## src/rtl/vec_table_loader_pkg.sv

```systemverilog
// Shared constants and state encoding for the boot vector-table loader.
// Frame layout: 80 payload bytes (20 little-endian words) plus one checksum byte.
package vec_loader_pkg;

    localparam int FRAME_BYTES = 81;
    localparam int NUM_VEC     = 20;
    localparam int CNT_W       = 7;

    localparam int SP_IDX    = 0;
    localparam int RESET_IDX = 1;
    localparam int NMI_IDX   = 2;
    localparam int FAULT_IDX = 3;
    localparam int IRQ0_IDX  = 4;

    localparam logic [3:0] LOAD  = 4'b0001;
    localparam logic [3:0] DRAIN = 4'b0010;
    localparam logic [3:0] DONE  = 4'b0100;
    localparam logic [3:0] FAIL  = 4'b1000;

    typedef enum logic [3:0] {
        ST_LOAD  = LOAD,
        ST_DRAIN = DRAIN,
        ST_DONE  = DONE,
        ST_FAIL  = FAIL
    } state_e;

endpackage

```

## src/rtl/vec_table_loader_if.sv

```systemverilog
// Byte-stream handshake from the key/boot store into the vector-table loader.
interface vec_table_loader_if;

    logic       s_valid;
    logic       s_ready;
    logic [7:0] s_data;
    logic       s_last;

    modport master (output s_valid, s_data, s_last, input s_ready);
    modport slave  (input s_valid, s_data, s_last, output s_ready);

endinterface

```

## src/rtl/vec_table_loader_frame_ctr.sv

```systemverilog
// Byte position and running checksum of the frame currently being loaded,
// with detection of good, short, overlong and bad-checksum frames.
module vec_frame_ctr
    import vec_loader_pkg::*;
(
    input  logic             hclk,
    input  logic             hreset,
    input  logic             accept_i,
    input  logic [7:0]       data_i,
    input  logic             last_i,
    output logic [CNT_W-1:0] byte_cnt_o,
    output logic             frame_ok_o,
    output logic             frame_err_o,
    output logic             overlong_o
);

    logic [CNT_W-1:0] byte_cnt_q;
    logic [7:0]       sum_q;
    logic [7:0]       sum_d;
    logic             at_cksum;
    logic             sum_zero;

    assign sum_d      = sum_q + data_i;
    assign at_cksum   = (byte_cnt_q == CNT_W'(FRAME_BYTES - 1));
    assign sum_zero   = (sum_d == 8'h00);
    assign byte_cnt_o = byte_cnt_q;

    // Only the checksum byte can complete a frame; s_last anywhere earlier is a short frame.
    assign frame_ok_o  = accept_i & at_cksum & last_i & sum_zero;
    assign overlong_o  = accept_i & at_cksum & ~last_i;
    assign frame_err_o = accept_i & ((at_cksum & ~(last_i & sum_zero)) | (~at_cksum & last_i));

    always_ff @(posedge hclk or posedge hreset) begin
        if (hreset) begin
            byte_cnt_q <= '0;
            sum_q      <= '0;
        end else if (accept_i) begin
            if (frame_ok_o || frame_err_o) begin
                byte_cnt_q <= '0;
                sum_q      <= '0;
            end else begin
                byte_cnt_q <= byte_cnt_q + 1'b1;
                sum_q      <= sum_d;
            end
        end
    end

endmodule

```

## src/rtl/vec_table_loader.sv

```systemverilog
// Loads the boot vector table from a checksummed byte stream, holds the CPU in
// reset until a frame verifies, and locks out after MAX_RETRY rejected frames.
module vec_table_loader
    import vec_loader_pkg::*;
#(
    parameter int MAX_RETRY = 3
) (
    input  logic                hclk,
    input  logic                hreset,
    vec_table_loader_if.slave   s,
    output logic [31:0]         sp_addr,
    output logic [31:0]         reset_addr,
    output logic [31:0]         nmi_addr,
    output logic [31:0]         fault_addr,
    output logic [31:0]         irq0_addr,
    output logic [31:0]         irq1_addr,
    output logic [31:0]         irq2_addr,
    output logic [31:0]         irq3_addr,
    output logic [31:0]         irq4_addr,
    output logic [31:0]         irq5_addr,
    output logic [31:0]         irq6_addr,
    output logic [31:0]         irq7_addr,
    output logic [31:0]         irq8_addr,
    output logic [31:0]         irq9_addr,
    output logic [31:0]         irq10_addr,
    output logic [31:0]         irq11_addr,
    output logic [31:0]         irq12_addr,
    output logic [31:0]         irq13_addr,
    output logic [31:0]         irq14_addr,
    output logic [31:0]         irq15_addr,
    output logic                table_valid,
    output logic                cpu_hold,
    output logic                load_err,
    output logic                load_fail,
    output logic [3:0]          fail_cnt
);

    state_e           state_q;
    logic [31:0]      word_q [NUM_VEC];
    logic [31:0]      vec_gated [NUM_VEC];
    logic             table_valid_q;
    logic             cpu_hold_q;
    logic             load_err_q;
    logic             load_fail_q;
    logic             s_ready_q;
    logic [3:0]       fail_cnt_q;
    logic [3:0]       fail_cnt_d;
    logic             handshake;
    logic             accept;
    logic [CNT_W-1:0] byte_cnt;
    logic             frame_ok;
    logic             frame_err;
    logic             overlong;

    assign handshake  = s.s_valid & s_ready_q;
    assign accept     = handshake & (state_q == ST_LOAD);
    assign fail_cnt_d = fail_cnt_q + 4'd1;

    vec_frame_ctr u_ctr (
        .hclk        (hclk),
        .hreset      (hreset),
        .accept_i    (accept),
        .data_i      (s.s_data),
        .last_i      (s.s_last),
        .byte_cnt_o  (byte_cnt),
        .frame_ok_o  (frame_ok),
        .frame_err_o (frame_err),
        .overlong_o  (overlong)
    );

    // s_ready is registered from the next state so it never depends on s_valid.
    always_ff @(posedge hclk or posedge hreset) begin
        if (hreset) begin
            state_q       <= ST_LOAD;
            word_q        <= '{default: '0};
            table_valid_q <= 1'b0;
            cpu_hold_q    <= 1'b1;
            load_err_q    <= 1'b0;
            load_fail_q   <= 1'b0;
            s_ready_q     <= 1'b1;
            fail_cnt_q    <= '0;
        end else begin
            load_err_q <= 1'b0;
            unique case (state_q)
                ST_LOAD: begin
                    if (accept && byte_cnt < CNT_W'(FRAME_BYTES - 1))
                        word_q[byte_cnt[6:2]][{byte_cnt[1:0], 3'b000} +: 8] <= s.s_data;
                    if (frame_ok) begin
                        state_q       <= ST_DONE;
                        table_valid_q <= 1'b1;
                        cpu_hold_q    <= 1'b0;
                        s_ready_q     <= 1'b0;
                    end else if (frame_err) begin
                        load_err_q <= 1'b1;
                        fail_cnt_q <= fail_cnt_d;
                        if (fail_cnt_d == 4'(MAX_RETRY)) begin
                            state_q     <= ST_FAIL;
                            load_fail_q <= 1'b1;
                            s_ready_q   <= 1'b0;
                        end else if (overlong) begin
                            state_q <= ST_DRAIN;
                        end
                    end
                end
                ST_DRAIN: begin
                    if (handshake && s.s_last)
                        state_q <= ST_LOAD;
                end
                ST_DONE, ST_FAIL: begin
                end
                default: begin
                    state_q   <= ST_FAIL;
                    s_ready_q <= 1'b0;
                end
            endcase
        end
    end

    // Downstream only ever sees a verified table, never partial staging contents.
    always_comb begin
        for (int i = 0; i < NUM_VEC; i++)
            vec_gated[i] = table_valid_q ? word_q[i] : 32'h0;
    end

    assign sp_addr    = vec_gated[SP_IDX];
    assign reset_addr = vec_gated[RESET_IDX];
    assign nmi_addr   = vec_gated[NMI_IDX];
    assign fault_addr = vec_gated[FAULT_IDX];
    assign irq0_addr  = vec_gated[IRQ0_IDX + 0];
    assign irq1_addr  = vec_gated[IRQ0_IDX + 1];
    assign irq2_addr  = vec_gated[IRQ0_IDX + 2];
    assign irq3_addr  = vec_gated[IRQ0_IDX + 3];
    assign irq4_addr  = vec_gated[IRQ0_IDX + 4];
    assign irq5_addr  = vec_gated[IRQ0_IDX + 5];
    assign irq6_addr  = vec_gated[IRQ0_IDX + 6];
    assign irq7_addr  = vec_gated[IRQ0_IDX + 7];
    assign irq8_addr  = vec_gated[IRQ0_IDX + 8];
    assign irq9_addr  = vec_gated[IRQ0_IDX + 9];
    assign irq10_addr = vec_gated[IRQ0_IDX + 10];
    assign irq11_addr = vec_gated[IRQ0_IDX + 11];
    assign irq12_addr = vec_gated[IRQ0_IDX + 12];
    assign irq13_addr = vec_gated[IRQ0_IDX + 13];
    assign irq14_addr = vec_gated[IRQ0_IDX + 14];
    assign irq15_addr = vec_gated[IRQ0_IDX + 15];

    assign table_valid = table_valid_q;
    assign cpu_hold    = cpu_hold_q;
    assign load_err    = load_err_q;
    assign load_fail   = load_fail_q;
    assign fail_cnt    = fail_cnt_q;
    assign s.s_ready   = s_ready_q;

endmodule

```

## src/flat_wrapper.sv

```systemverilog
// flat-port wrapper written by rule: the top's interface ports become plain ports
module vec_table_loader_flat import vec_loader_pkg::*;
#(
    parameter int MAX_RETRY = 3
)
  (hclk, hreset, sp_addr, reset_addr, nmi_addr, fault_addr, irq0_addr, irq1_addr, irq2_addr, irq3_addr, irq4_addr, irq5_addr, irq6_addr, irq7_addr, irq8_addr, irq9_addr, irq10_addr, irq11_addr, irq12_addr, irq13_addr, irq14_addr, irq15_addr, table_valid, cpu_hold, load_err, load_fail, fail_cnt, s_s_valid, s_s_data, s_s_last, s_s_ready);
  vec_table_loader_if s_i ();
  input  logic hclk;
  input  logic hreset;
  output logic [31:0] sp_addr;
  output logic [31:0] reset_addr;
  output logic [31:0] nmi_addr;
  output logic [31:0] fault_addr;
  output logic [31:0] irq0_addr;
  output logic [31:0] irq1_addr;
  output logic [31:0] irq2_addr;
  output logic [31:0] irq3_addr;
  output logic [31:0] irq4_addr;
  output logic [31:0] irq5_addr;
  output logic [31:0] irq6_addr;
  output logic [31:0] irq7_addr;
  output logic [31:0] irq8_addr;
  output logic [31:0] irq9_addr;
  output logic [31:0] irq10_addr;
  output logic [31:0] irq11_addr;
  output logic [31:0] irq12_addr;
  output logic [31:0] irq13_addr;
  output logic [31:0] irq14_addr;
  output logic [31:0] irq15_addr;
  output logic table_valid;
  output logic cpu_hold;
  output logic load_err;
  output logic load_fail;
  output logic [3:0] fail_cnt;
  input wire logic [$bits(s_i.s_valid)-1:0] s_s_valid;
  input wire logic [$bits(s_i.s_data)-1:0] s_s_data;
  input wire logic [$bits(s_i.s_last)-1:0] s_s_last;
  output wire logic [$bits(s_i.s_ready)-1:0] s_s_ready;
  assign s_i.s_valid = s_s_valid;
  assign s_i.s_data = s_s_data;
  assign s_i.s_last = s_s_last;
  assign s_s_ready = s_i.s_ready;
  vec_table_loader #(.MAX_RETRY(MAX_RETRY)) u_core (.hclk(hclk), .hreset(hreset), .s(s_i), .sp_addr(sp_addr), .reset_addr(reset_addr), .nmi_addr(nmi_addr), .fault_addr(fault_addr), .irq0_addr(irq0_addr), .irq1_addr(irq1_addr), .irq2_addr(irq2_addr), .irq3_addr(irq3_addr), .irq4_addr(irq4_addr), .irq5_addr(irq5_addr), .irq6_addr(irq6_addr), .irq7_addr(irq7_addr), .irq8_addr(irq8_addr), .irq9_addr(irq9_addr), .irq10_addr(irq10_addr), .irq11_addr(irq11_addr), .irq12_addr(irq12_addr), .irq13_addr(irq13_addr), .irq14_addr(irq14_addr), .irq15_addr(irq15_addr), .table_valid(table_valid), .cpu_hold(cpu_hold), .load_err(load_err), .load_fail(load_fail), .fail_cnt(fail_cnt));
endmodule
```

## config.mk

```make
export PLATFORM = sky130hd
export DESIGN_NAME = vec_table_loader_flat
export DESIGN_NICKNAME = d
export VERILOG_FILES = /design/src/rtl/vec_table_loader_pkg.sv /design/src/rtl/vec_table_loader_if.sv /design/src/rtl/vec_table_loader_frame_ctr.sv /design/src/rtl/vec_table_loader.sv /design/src/flat_wrapper.sv
export SDC_FILE = /design/constraint.sdc
export NUM_CORES = 1
export LEC_CHECK = 0
export ABC_AREA = 0
export BUFFER_PORTS_ARGS = -buffer_cell sky130_fd_sc_hd__buf_2
export CORE_MARGIN = 5
export CORE_UTILIZATION = 45
export DETAILED_ROUTE_END_ITERATION = 16
export MAX_ROUTING_LAYER = met4
export PLACE_DENSITY = 0.68
export SYNTH_ARGS = -nofsm -noshare
export SYNTH_HDL_FRONTEND = slang
export SYNTH_SLANG_ARGS = --single-unit
export TNS_END_PERCENT = 30
```

## constraint.sdc

```tcl
create_clock -name hclk -period 24.5 [get_ports hclk]
set_clock_uncertainty 0.05 [all_clocks]
set_input_delay 3.675 -clock hclk [delete_from_list [all_inputs] [get_ports hclk]]
set_output_delay 3.675 -clock hclk [all_outputs]
set_load 0.01 [all_outputs]
```

==> results of run 1 <==
-- kinds of logic after synthesis --
group | Yosys count | synth area share [%]
adders and majority gates | 16 | 0.655
xor gates and xnor gates | 12 | 0.332
DFF | 668 | 52.8
and+or+nand+nor | 856 | 20.1
AOI/OAI and AO/OA | 56 | 1.28
muxes | 641 | 22.8
buffers and inverters | 160 | 2.11
-- through the flow --
step / instance area [µm²] / utilization, % / setup WS (ns) / hold slack, ns / std cells
after global routing: 38300 / 54.8 / 16.34 / 0.443 / 4013
after floorplan: 31700 / - / 2.06 / 0.399 / 2409
final: 38300 / 54.8 / 16.65 / 0.425 / 4014
after detailed placement: 35800 / 51.2 / 17.22 / 0.418 / 3882
after global placement: 35800 / 51.2 / 17.40 / 0.410 / 3882
after CTS: 38300 / 54.8 / 16.60 / 0.432 / 4013
-- layout make-up --
class | instances | area, µm² | share of cell area, %
multi-input cells | 1581 | 14300 | 37.4
diodes | 1 | 2.50 | 0.00653
clock buffers | 99 | 2070 | 5.39
flip-flops and latches | 668 | 16700 | 43.6
well taps | 940 | 1180 | 3.07
repair buffers | 684 | 3510 | 9.15
inverters | 9 | 41.3 | 0.108
clock inverters | 32 | 470 | 1.23
-- state kept, by name, summed over array words and instances, names as in the netlist --
signal / flops
u_core.word_q: 640
u_core.u_ctr.sum_q: 8
u_core.u_ctr.byte_cnt_o: 7
u_core.fail_cnt: 4
u_core.state_q: 4
u_core.cpu_hold: 1
u_core.load_err: 1
u_core.load_fail: 1
u_core.s.s_ready: 1
u_core.table_valid: 1
-- layer usage --
metal | share of wire (%) | vias to the layer above
met1 | 42 | 10900
met5 | 0 | -
met3 | 6.7 | 165
met4 | 2.7 | 0
met2 | 49 | 719
li1 | - | 9295
-- critical path: cells and delay by family (launching register included) --
kind                   cells  cell delay [ns]
buffers and inverters      3             1.92
AND/OR/NAND/NOR            1             0.31
flip-flops                 1             1.00
-- cell usage in the layout, fill, tap and decap left out, types with 8 or more instances in the layout --
cell	netlist	layout
xor2_1	8	8
bufinv_16	0	10
buf_4	1	22
clkinv_2	0	13
nor3b_1	8	8
nor2_8	80	80
inv_1	9	8
clkbuf_16	0	75
o21ai_0	14	14
nor3_1	8	8
a21oi_1	8	8
mux2_2	583	583
nand2_1	40	36
mux2_1	58	58
dfrtp_1	665	664
clkbuf_1	138	14
and2_1	675	675
buf_2	3	660
clkbuf_8	0	10
nor2_1	15	15
ha_1	15	15
-- worst max-delay path by stage --
stage / endpoint / depth (start not counted) / slack (ns)
after floorplan: u_core.fail_cnt[0]$_DFFE_PP0P_ / 1 / 2.06
after global placement: fault_addr[10] / 4 / 17.40
after detailed placement: fault_addr[10] / 4 / 17.22
after CTS: fault_addr[10] / 4 / 16.60
after global routing: irq4_addr[21] / 4 / 16.34
final: nmi_addr[12] / 4 / 16.65
-- power by group through the flow --
stage,logic (µW),clock network [µW],registers (µW)
3_3_place_gp,37.4,0,1120
3_5_place_dp,38.6,0,1120
6_report,37.1,1160,1100
4_1_cts,38.6,1180,1100
5_1_grt,42.5,1230,1100
2_1_floorplan,22.1,0,1120
==> results.md, run 1 <==
- Status: finished clean
- Worst r2r src: u_core.state_q[1]$_DFFE_PP0P_
- Vias post-DR: 21100
- I/O pins: 661
- Critical path class: flip-flop to primary output
- Root Buffer: clkbuf_16
- Largest stage delay, worst path: 1.00 ns
- Worst EP required: 20.77 ns
- DRC viols: 0
- FF-to-FF setup slack: 20.98 ns
- Grt total ovfl: 0
- Crit start category: flip-flop
- Syn avg cell area: 13.2 µm²
- GP Congestion: 0.893
- CP max FO: 148
- Fmax: 0.127 GHz
- Top-area cell type share of the netlist area: 52.5%
- Synth Flop Type: dfrtp_1
- Post-synthesis register bit count: 668
- P_leak: 0.0226 µW
- Mapped Area: 31700 µm²
- Internal power: 1810 µW
- DRT iter0 DRCs: 1558
- Worst vdd ir: 50.9 µV
- DRT Wirelength: 99.3 mm
- Top cells by area, synth: dfrtp_1 53%, mux2_2 21%, and2_1 13%, nor2_8 5.1%, mux2_1 2.1%
- Hold Startpoint: u_core.load_fail$_DFFE_PP0P_
- GRT Total Usage: 26.3%
- Synth-to-Final Area Change: 20.9%
- TritonCTS sink count: 668
- Worst r2r path cells: 6
- Pin count of the biggest net entering global routing: 192
- Fin. Hold Viols: 0
- Sw Ratio: 21.4%
- Commonest cells post-synth: 675 x and2_1, 665 x dfrtp_1, 583 x mux2_2
- Final Critical Period: 7.85 ns
- Layout cells sized above 1: 48.3%
- Crit-path slowest cell: dfrtp_4
- Ys Warns: 0
- Clk buf depth: 3
- Post-DP HPWL: 70.7 mm
- Die Y: 275 µm
- Number of synthesized flops with an enable pin: 0
- Post-Synthesis Net Count: 2437
- Pwr Density: 60.0 nW/µm²
- Switching pwr: 491 µW
- Initial antenna violation count: 4
- Worst Hold Class: flip-flop to flip-flop
- Vias in the first global route: 22200
- Cell Rows: 97
- Worst skew pair latency: 0.60 ns
- GR Layer Usage met2: 42.6%
- Hold endpoint: u_core.load_fail$_DFFE_PP0P_
- Worst Hold Depth: 1
- Grt met3 use: 5.58%
- Nets@finish: 3045
- Hold-fix buffers, CTS: 0
- Setup Buffers After CTS: 0
- DRT Pass-1 Iters: 5
- Final Setup Violations: 0
- # resized after CTS: 0
- CP Cell Sequence: buf_4, buf_4, and2_1, buf_2
- Clk pwr share: 50.4%
- First-pass GRT wire length: 146 mm
- CTS tree: done
- Post-route ant nets: 0
- Critical path launch point: u_core.table_valid$_DFFE_PP0P_
- RSZ-0062 raised after global routing: no
- Max Slew Vio Count: 0
- Seq/Total Area, Yosys: 52.8%
- R2r endpoint: u_core.word_q[305]$_DFFE_PP0P_
- Post-synth top area cell: dfrtp_1
- Die Wd: 275 µm
- Max_slew headroom: 13.0%
- Critical path arrival: 4.12 ns
- GR peak layer: met2
- Max-Cap Viols: 0
- CP dominant cell by count: buf_4
- Global routing usage on met1: 33.6%
- Total negative setup slack: 0 ns
- Period utilisation layout: 32.0%
- Yosys cell types: 56
- Async set-or-reset flop fraction in the synthesized netlist: 100%
- Num CTS Buffers: 73
- Routed len/inst: 24.7 µm
- H-Tree Depth: 3
- Comb power frac: 1.6%
- Register share of total power: 48.0%
- Mapped Cells: 2409
- Starting Density: 45.3%
- Core area: 69900 µm²
- Die Area: 75800 µm²
- I/O Buffers: 660
- Worst Max-Slew Pin Slew: 1.31 ns
- Total Power: 2300 µW
- Setup crit end kind: primary output
- Filler Cell Count: 5872
- Most frequent cell after synthesis: and2_1
- Clock Pin Slew Worst Setup and Hold Paths: 0.06 ns
- Via density: 5.25
(Power assumes the default switching activity.)
==> run 2: changes to the inputs <==
Settings changed: ABC_AREA 0 to 1, PLACE_DENSITY 0.68 to 0.7.
Clock period 24.5 ns to 7.2 ns, I/O delays scaled along.
==> run 2 against run 1 <==
Against the previous run: synthesized cell count rose by 59%; sequential power rose to 3.4 times the previous value; sequential cell count unchanged; critical path type unchanged.
==> results.md, run 2 <==
- Filler Cell Count: 6365 (+8.4%)
- CP Cell Sequence: buf_12, nand2_1, inv_1, buf_2
- Hold-fix buffers, CTS: 0 (unchanged)
- # resized after CTS: 0 (unchanged)
- Post-route ant nets: 0 (unchanged)
- Max_slew headroom: 25.4% (+12 points)
- Top cells by area, synth: dfrtp_1 53%, nand2_1 17%, o21ai_1 9.7%, inv_1 8.3%, nand2_4 2.9%
- Synth-to-Final Area Change: 19.0%
- Crit-path slowest cell: dfrtp_4
- Worst skew pair latency: 0.59 ns (about the same)
- Cell Area, Placed: 34600 µm² (-3.2%)
- Root Buffer: clkbuf_16
- Status: finished clean
- Max Slew Vio Count: 0 (unchanged)
- Core area: 68600 µm² (-1.9%)
- Layout cells sized above 1: 21.9% (-26 points)
- Cell Rows: 96 (-1.0%)
- RSZ-0062 raised after global routing: no
- Pwr Density: 209 nW/µm² (+250%)
- Clock Pin Slew Worst Setup and Hold Paths: 0.05 ns (about the same)
- Mapped Cells: 3824 (+59%)
- Grt total ovfl: 0 (unchanged)
- FF-to-FF setup slack: 3.73 ns (-17.25 ns)
- R2r endpoint: u_core.word_q[119]$_DFFE_PP0P_
- DRT iter0 DRCs: 2695 (+73%)
- P_leak: 0.0244 µW (+7.9%)
- Vias post-DR: 26600 (+26%)
- First-pass GRT wire length: 156 mm (+6.7%)
- Setup Buffers After CTS: 0 (unchanged)
- Max reg flops: 640 (unchanged)
- Family with the most delay on the worst path: flip-flops
- Worst EP required: 6.07 ns (-14.70 ns)
- Fmax: 0.263 GHz
- Period utilisation layout: 52.8%
- Pin count of the biggest net entering global routing: 192 (unchanged)
- Async set-or-reset flop fraction in the synthesized netlist: 100% (unchanged)
- Nets@finish: 4397 (+44%)
- DRT Wirelength: 105 mm (+5.7%)
- DRT Pass-1 Iters: 5 (unchanged)
- Worst Hold Depth: 2 (+1)
- Final Critical Period: 3.80 ns
- Worst r2r src: u_core.u_ctr.byte_cnt_o[0]$_DFFE_PP0P_
- Setup crit end kind: primary output
- Post-route cell area: 37100 µm² (-3.3%)
- Commonest non-fill, non-tap cell in the layout: nand2_1
- Routed len/inst: 19.6 µm (-21%)
- Ys Warns: 0 (unchanged)
- Largest stage delay, worst path: 0.83 ns (-0.17 ns)
- TritonCTS sink count: 668 (unchanged)
- Hold Startpoint: u_core.cpu_hold$_DFFE_PP1P_
- Worst Max-Slew Pin Slew: 1.12 ns (-0.189 ns)
- Cell Count Post-Placement: 5226 (+35%)
- Synth Flop Type: dfrtp_1
- CTS tree: done
- Critical path arrival: 2.67 ns (-1.45 ns)
- WP buf/inv: 3 (unchanged)
- Mapped Area: 31100 µm² (-1.7%)
- I/O pins: 661 (unchanged)
- Clk buf depth: 3 (unchanged)
- Commonest cells post-synth: 1377 x nand2_1, 689 x inv_1, 665 x dfrtp_1
- Die Y: 273 µm (-0.84%)
- Die Area: 74600 µm² (-1.7%)
- Starting Density: 45.4% (+0.067 points)
- Syn avg cell area: 8.14 µm² (-38%)
- GRT Total Usage: 28.1% (+1.8 points)
- I/O Buffers: 660 (unchanged)
- DRC viols: 0 (unchanged)
- Yosys cell types: 39 (-30%)
- Most frequent cells in the layout: 1369 x nand2_1, 688 x inv_1, 664 x dfrtp_1
- Most frequent cell after synthesis: nand2_1
- Top reg by flops: u_core.word_q
- Top-area cell type share of the netlist area: 53.4% (+0.93 points)
- Worst Hold Class: flip-flop to flip-flop
- Final Setup Violations: 0 (unchanged)
- Fin. Hold Viols: 0 (unchanged)
- Post-synth top area cell: dfrtp_1
- Post-DP HPWL: 72.4 mm (+2.5%)
- Num CTS Buffers: 72 (-1.4%)
- Max-Cap Viols: 0 (unchanged)
- CP max FO: 191 (+29%)
- GP Congestion: 0.866 (-2.9%)
- Initial antenna violation count: 4 (unchanged)
- Fin cells: 5354 (+33%)
- Critical path class: flip-flop to primary output
- Post-synthesis register bit count: 668 (unchanged)
- Post-Synthesis Net Count: 3852 (+58%)
- Worst vdd ir: 143 µV (+180%)
- Hold endpoint: u_core.cpu_hold$_DFFE_PP1P_
- Via density: 4.96 (-5.5%)
- Vias in the first global route: 25100 (+13%)
- Die Wd: 273 µm (-0.84%)
- Number of synthesized flops with an enable pin: 0 (unchanged)
- Worst r2r path cells: 6 (unchanged)
- Seq/Total Area, Yosys: 53.7% (+0.94 points)
- Crit start category: flip-flop
- H-Tree Depth: 3 (unchanged)
==> run 2: changes by cell type after synthesis, sizes merged, moves of 5 or more <==
cell / delta
nor3b: -8
nand4: -6
nand2: +1419
inv: +685
buf: +80
clkbuf: -5
o21ai: +637
nand3: +28
mux2: -641
and2: -674
and3: -5
nor2: -51
==> run 2: area by class of cell <==
type                    count  area, µm²  share of cell area [%]
diodes                      1       2.50                 0.00675
clock buffers             107       2130                    5.73
flip-flops and latches    668      16700                    45.1
inverters                 694       2610                    7.04
well taps                 931       1160                    3.14
clock inverters            20        319                   0.861
multi-input cells        2236      10500                    28.2
repair buffers            697       3670                    9.90
==> run 2: where the power goes <==
| part | internal, µW | total (µW) | switching, µW |
|---|---|---|---|
| registers | 3750 | 3750 | 0 |
| logic | 16.4 | 131 | 115 |
| clock network | 2330 | 3850 | 1520 |
| total | 6100 | 7740 | 1640 |
==> run 2: how the worst max path moves through the flow <==
stage                                                 from                             end  slack [ns]  cells past startpoint
floorplan                                           hreset  u_core.fail_cnt[0]$_DFFE_PP0P_       -3.06                      1
global placement    u_core.u_ctr.byte_cnt_o[0]$_DFFE_PP0P_  u_core.word_q[256]$_DFFE_PP0P_        3.93                      8
detailed placement  u_core.u_ctr.byte_cnt_o[0]$_DFFE_PP0P_  u_core.word_q[630]$_DFFE_PP0P_        3.78                      6
CTS                         u_core.table_valid$_DFFE_PP0P_                   irq0_addr[17]        3.37                      4
global route                u_core.table_valid$_DFFE_PP0P_                    irq3_addr[3]        3.23                      4
finish                      u_core.table_valid$_DFFE_PP0P_                   irq0_addr[17]        3.40                      4
==> run 2: through the flow <==
step                hold slack (ns)  TNS [ns]  util [%]  power, µW  setup slack, ns
floorplan                     0.405  -2037.62         -       3910            -3.06
global placement              0.395         0      50.5       3960             3.93
detailed placement            0.397         0      50.5       3960             3.78
CTS                           0.406         0      54.0       7810             3.37
global route                  0.442         0      54.0       7970             3.23
finish                        0.406         0      54.0       7740             3.40
==> run 2: kinds of logic (layout without fill, tap and decap cells) <==
family / after synthesis / after routing / synth area share (%)
and+or+nand+nor: 1544 / 1544 / 21.4
buffers and inverters: 920 / 1518 / 12.8
AOI/OAI and AO/OA: 671 / 671 / 11.3
DFF: 668 / 668 / 53.7
adders and majority gates: 16 / 16 / 0.667
xor gates and xnor gates: 5 / 5 / 0.141
other: 0 / 1 / 0
==> run 2: worst min-delay path: cells and delay by family, from the launching register on <==
kind	cells	cell delay [ns]
flip-flops	1	0.37
AND/OR/NAND/NOR	1	0.06
buffers and inverters	1	0.03
==> run 2: metal layers <==
layer	vias up	GRT usage, %	routed length (µm)
met5	-	-	0
li1	12600	-	-
met2	1200	43.8	48800
met3	183	5.94	9310
met4	0	9.65	3570
met1	12600	37.0	43300
==> run 3: changes to the inputs <==
Clock period 7.2 ns to 3.19 ns, I/O delays scaled along.
==> run 3 against run 2 <==
Against the previous run: sequential power increased by 130%; highest routed layer unchanged; critical path type unchanged; wire length shrank 1.9%; clock power rose by 110%; final cell count increased by 0.88%; first-iteration DRC count fell by 2.6%; worst hold slack got worse by 0.23 ns; via count up 0.42%; largest cell class unchanged; final area increased by 1.1%; sequential share of layout area shrank 0.47 points; critical path depth is 1 higher; critical endpoint is now irq7_addr[29].
==> results.md, run 3 (same netlist as run 2, synthesis figures left out) <==
- Status: finished clean
- FF-to-FF setup slack: 0.73 ns (-3.00 ns)
- Hold endpoint: u_core.state_q[2]$_DFFE_PP0P_
- P_leak: 0.0246 µW (+0.87%)
- Total negative setup slack: 0 ns (unchanged)
- First-pass GRT wire length: 156 mm (+0.19%)
- GRT Total Usage: 28.0% (-0.16 points)
- Layout cells sized above 1: 22.7% (+0.75 points)
- Vias post-DR: 26700 (+0.42%)
- Post-route ant nets: 0 (unchanged)
- Worst Max-Slew Pin Slew: 0.778 ns (-0.338 ns)
- Pin count of the biggest net entering global routing: 133 (-31%)
- Die Wd: 273 µm (unchanged)
- DRC viols: 0 (unchanged)
- Fin. Hold Viols: 0 (unchanged)
- Final Critical Period: 2.82 ns
- Fin cells: 5401 (+0.88%)
- Post-DP HPWL: 73.2 mm (+1.0%)
- Top reg by flops: u_core.word_q
- Final Setup Violations: 0 (unchanged)
- Die Area: 74600 µm² (unchanged)
- Clk buf depth: 3 (unchanged)
- Cell Count Post-Placement: 5271 (+0.86%)
- Most frequent cells in the layout: 1369 x nand2_1, 688 x inv_1, 664 x dfrtp_1
- CP max FO: 50 (-74%)
- R2r endpoint: u_core.word_q[325]$_DFFE_PP0P_
- Initial antenna violation count: 4 (unchanged)
- Num CTS Buffers: 70 (-2.8%)
- Worst r2r src: u_core.u_ctr.byte_cnt_o[1]$_DFFE_PP0P_
- Pwr Density: 454 nW/µm² (+120%)
- CTS tree: done
- Worst vdd ir: 340 µV (+140%)
- Nets@finish: 4441 (+1.0%)
- I/O Buffers: 660 (unchanged)
- DRT iter0 DRCs: 2624 (-2.6%)
- Starting Density: 45.4% (unchanged)
- Critical path arrival: 2.29 ns (-0.38 ns)
- Worst EP required: 2.66 ns (-3.41 ns)
- Clock Pin Slew Worst Setup and Hold Paths: 0.06 ns (about the same)
- I/O pins: 661 (unchanged)
- Worst r2r path cells: 8 (+2)
- Fmax: 0.355 GHz
- GP Congestion: 0.871 (+0.53%)
- Max Slew Vio Count: 0 (unchanged)
- Setup Buffers After CTS: 0 (unchanged)
- Worst Hold Class: primary input to flip-flop
- RSZ-0062 raised after global routing: no
- Cell Rows: 96 (unchanged)
- Root Buffer: clkbuf_16
- Setup crit end kind: primary output
- Routed len/inst: 19.1 µm (-2.7%)
- Crit start category: flip-flop
- Die Y: 273 µm (unchanged)
- Grt total ovfl: 0 (unchanged)
- Worst skew pair latency: 0.59 ns (about the same)
- DRT Pass-1 Iters: 8 (+3)
- Max-Cap Viols: 0 (unchanged)
- Via density: 4.94 (-0.45%)
- Worst Hold Depth: 3 (+1)
- Max reg flops: 640 (unchanged)
- Period utilisation layout: 88.3%
- TritonCTS sink count: 668 (unchanged)
- H-Tree Depth: 3 (unchanged)
- Synth-to-Final Area Change: 20.3%
- Max_slew headroom: 48.1% (+23 points)
- Vias in the first global route: 25800 (+2.7%)
- Commonest non-fill, non-tap cell in the layout: nand2_1
- DRT Wirelength: 103 mm (-1.9%)
- Filler Cell Count: 6402 (+0.58%)
- Core area: 68600 µm² (unchanged)
- Hold Startpoint: s_s_last
- Critical path class: flip-flop to primary output
==> run 3: worst max-delay path by stage <==
stage	start	end	slack [ns]	cells after the start
after floorplan	hreset	u_core.fail_cnt[0]$_DFFE_PP0P_	-6.47	1
after global placement	s_s_data[0]	u_core.state_q[3]$_DFFE_PP0P_	0.59	16
after detailed placement	s_s_data[0]	u_core.state_q[3]$_DFFE_PP0P_	0.58	16
after global routing	u_core.table_valid$_DFFE_PP0P_	irq3_addr[24]	0.22	5
final	u_core.table_valid$_DFFE_PP0P_	irq7_addr[29]	0.37	5
after CTS	u_core.table_valid$_DFFE_PP0P_	irq7_addr[29]	0.30	5
==> run 3: worst max-delay path, stage by stage (launching register included) <==
cell and delay [ns]:
dfrtp_4 0.61, buf_12 0.27, buf_4 0.40, nand2_1 0.09, inv_1 0.13, buf_2 0.15
==> run 3: final cells by class <==
class | count | area, µm² | share of cell area, %
tap | 931 | 1160 | 3.11
clock inverter | 21 | 241 | 0.645
clock buffer | 104 | 2050 | 5.47
multi-input combinational | 2236 | 10500 | 27.9
sequential | 668 | 16700 | 44.6
inverter | 694 | 2610 | 6.96
antenna | 4 | 10.0 | 0.0267
timing repair buffer | 743 | 4200 | 11.2
==> run 3: power by group <==
part,switching (µW),internal (µW)
clock,3420,4790
combinational,258,55.0
sequential,0,8470
==> run 3: per-stage QoR <==
step / hold slack [ns] / setup WS, ns / area, µm² / utilization [%] / power, µW
finish: 0.175 / 0.372 / 37500 / 54.6 / 17000
global route: 0.173 / 0.217 / 37500 / 54.6 / 17500
CTS: 0.127 / 0.298 / 37400 / 54.6 / 17100
detailed placement: 0.399 / 0.576 / 35100 / 51.2 / 8950
global placement: 0.396 / 0.594 / 35100 / 51.2 / 8950
floorplan: 0.405 / -6.47 / 31100 / - / 8810
==> run 3: metal layers <==
| layer | up-vias | part of all wire (%) | global-route usage (%) |
|---|---|---|---|
| li1 | 12700 | - | - |
| met1 | 12600 | 43 | 37.3 |
| met2 | 1145 | 47 | 43.8 |
| met3 | 182 | 7.5 | 4.64 |
| met4 | 0 | 3.3 | 9.80 |
| met5 | - | 0 | - |
==> run 3: repair_timing <==
action / 4_1_cts / 5_1_grt
gates resized for setup: 0 / 0
endpoints found under the hold margin: 7 / 0
hold buffers: 1 / 0
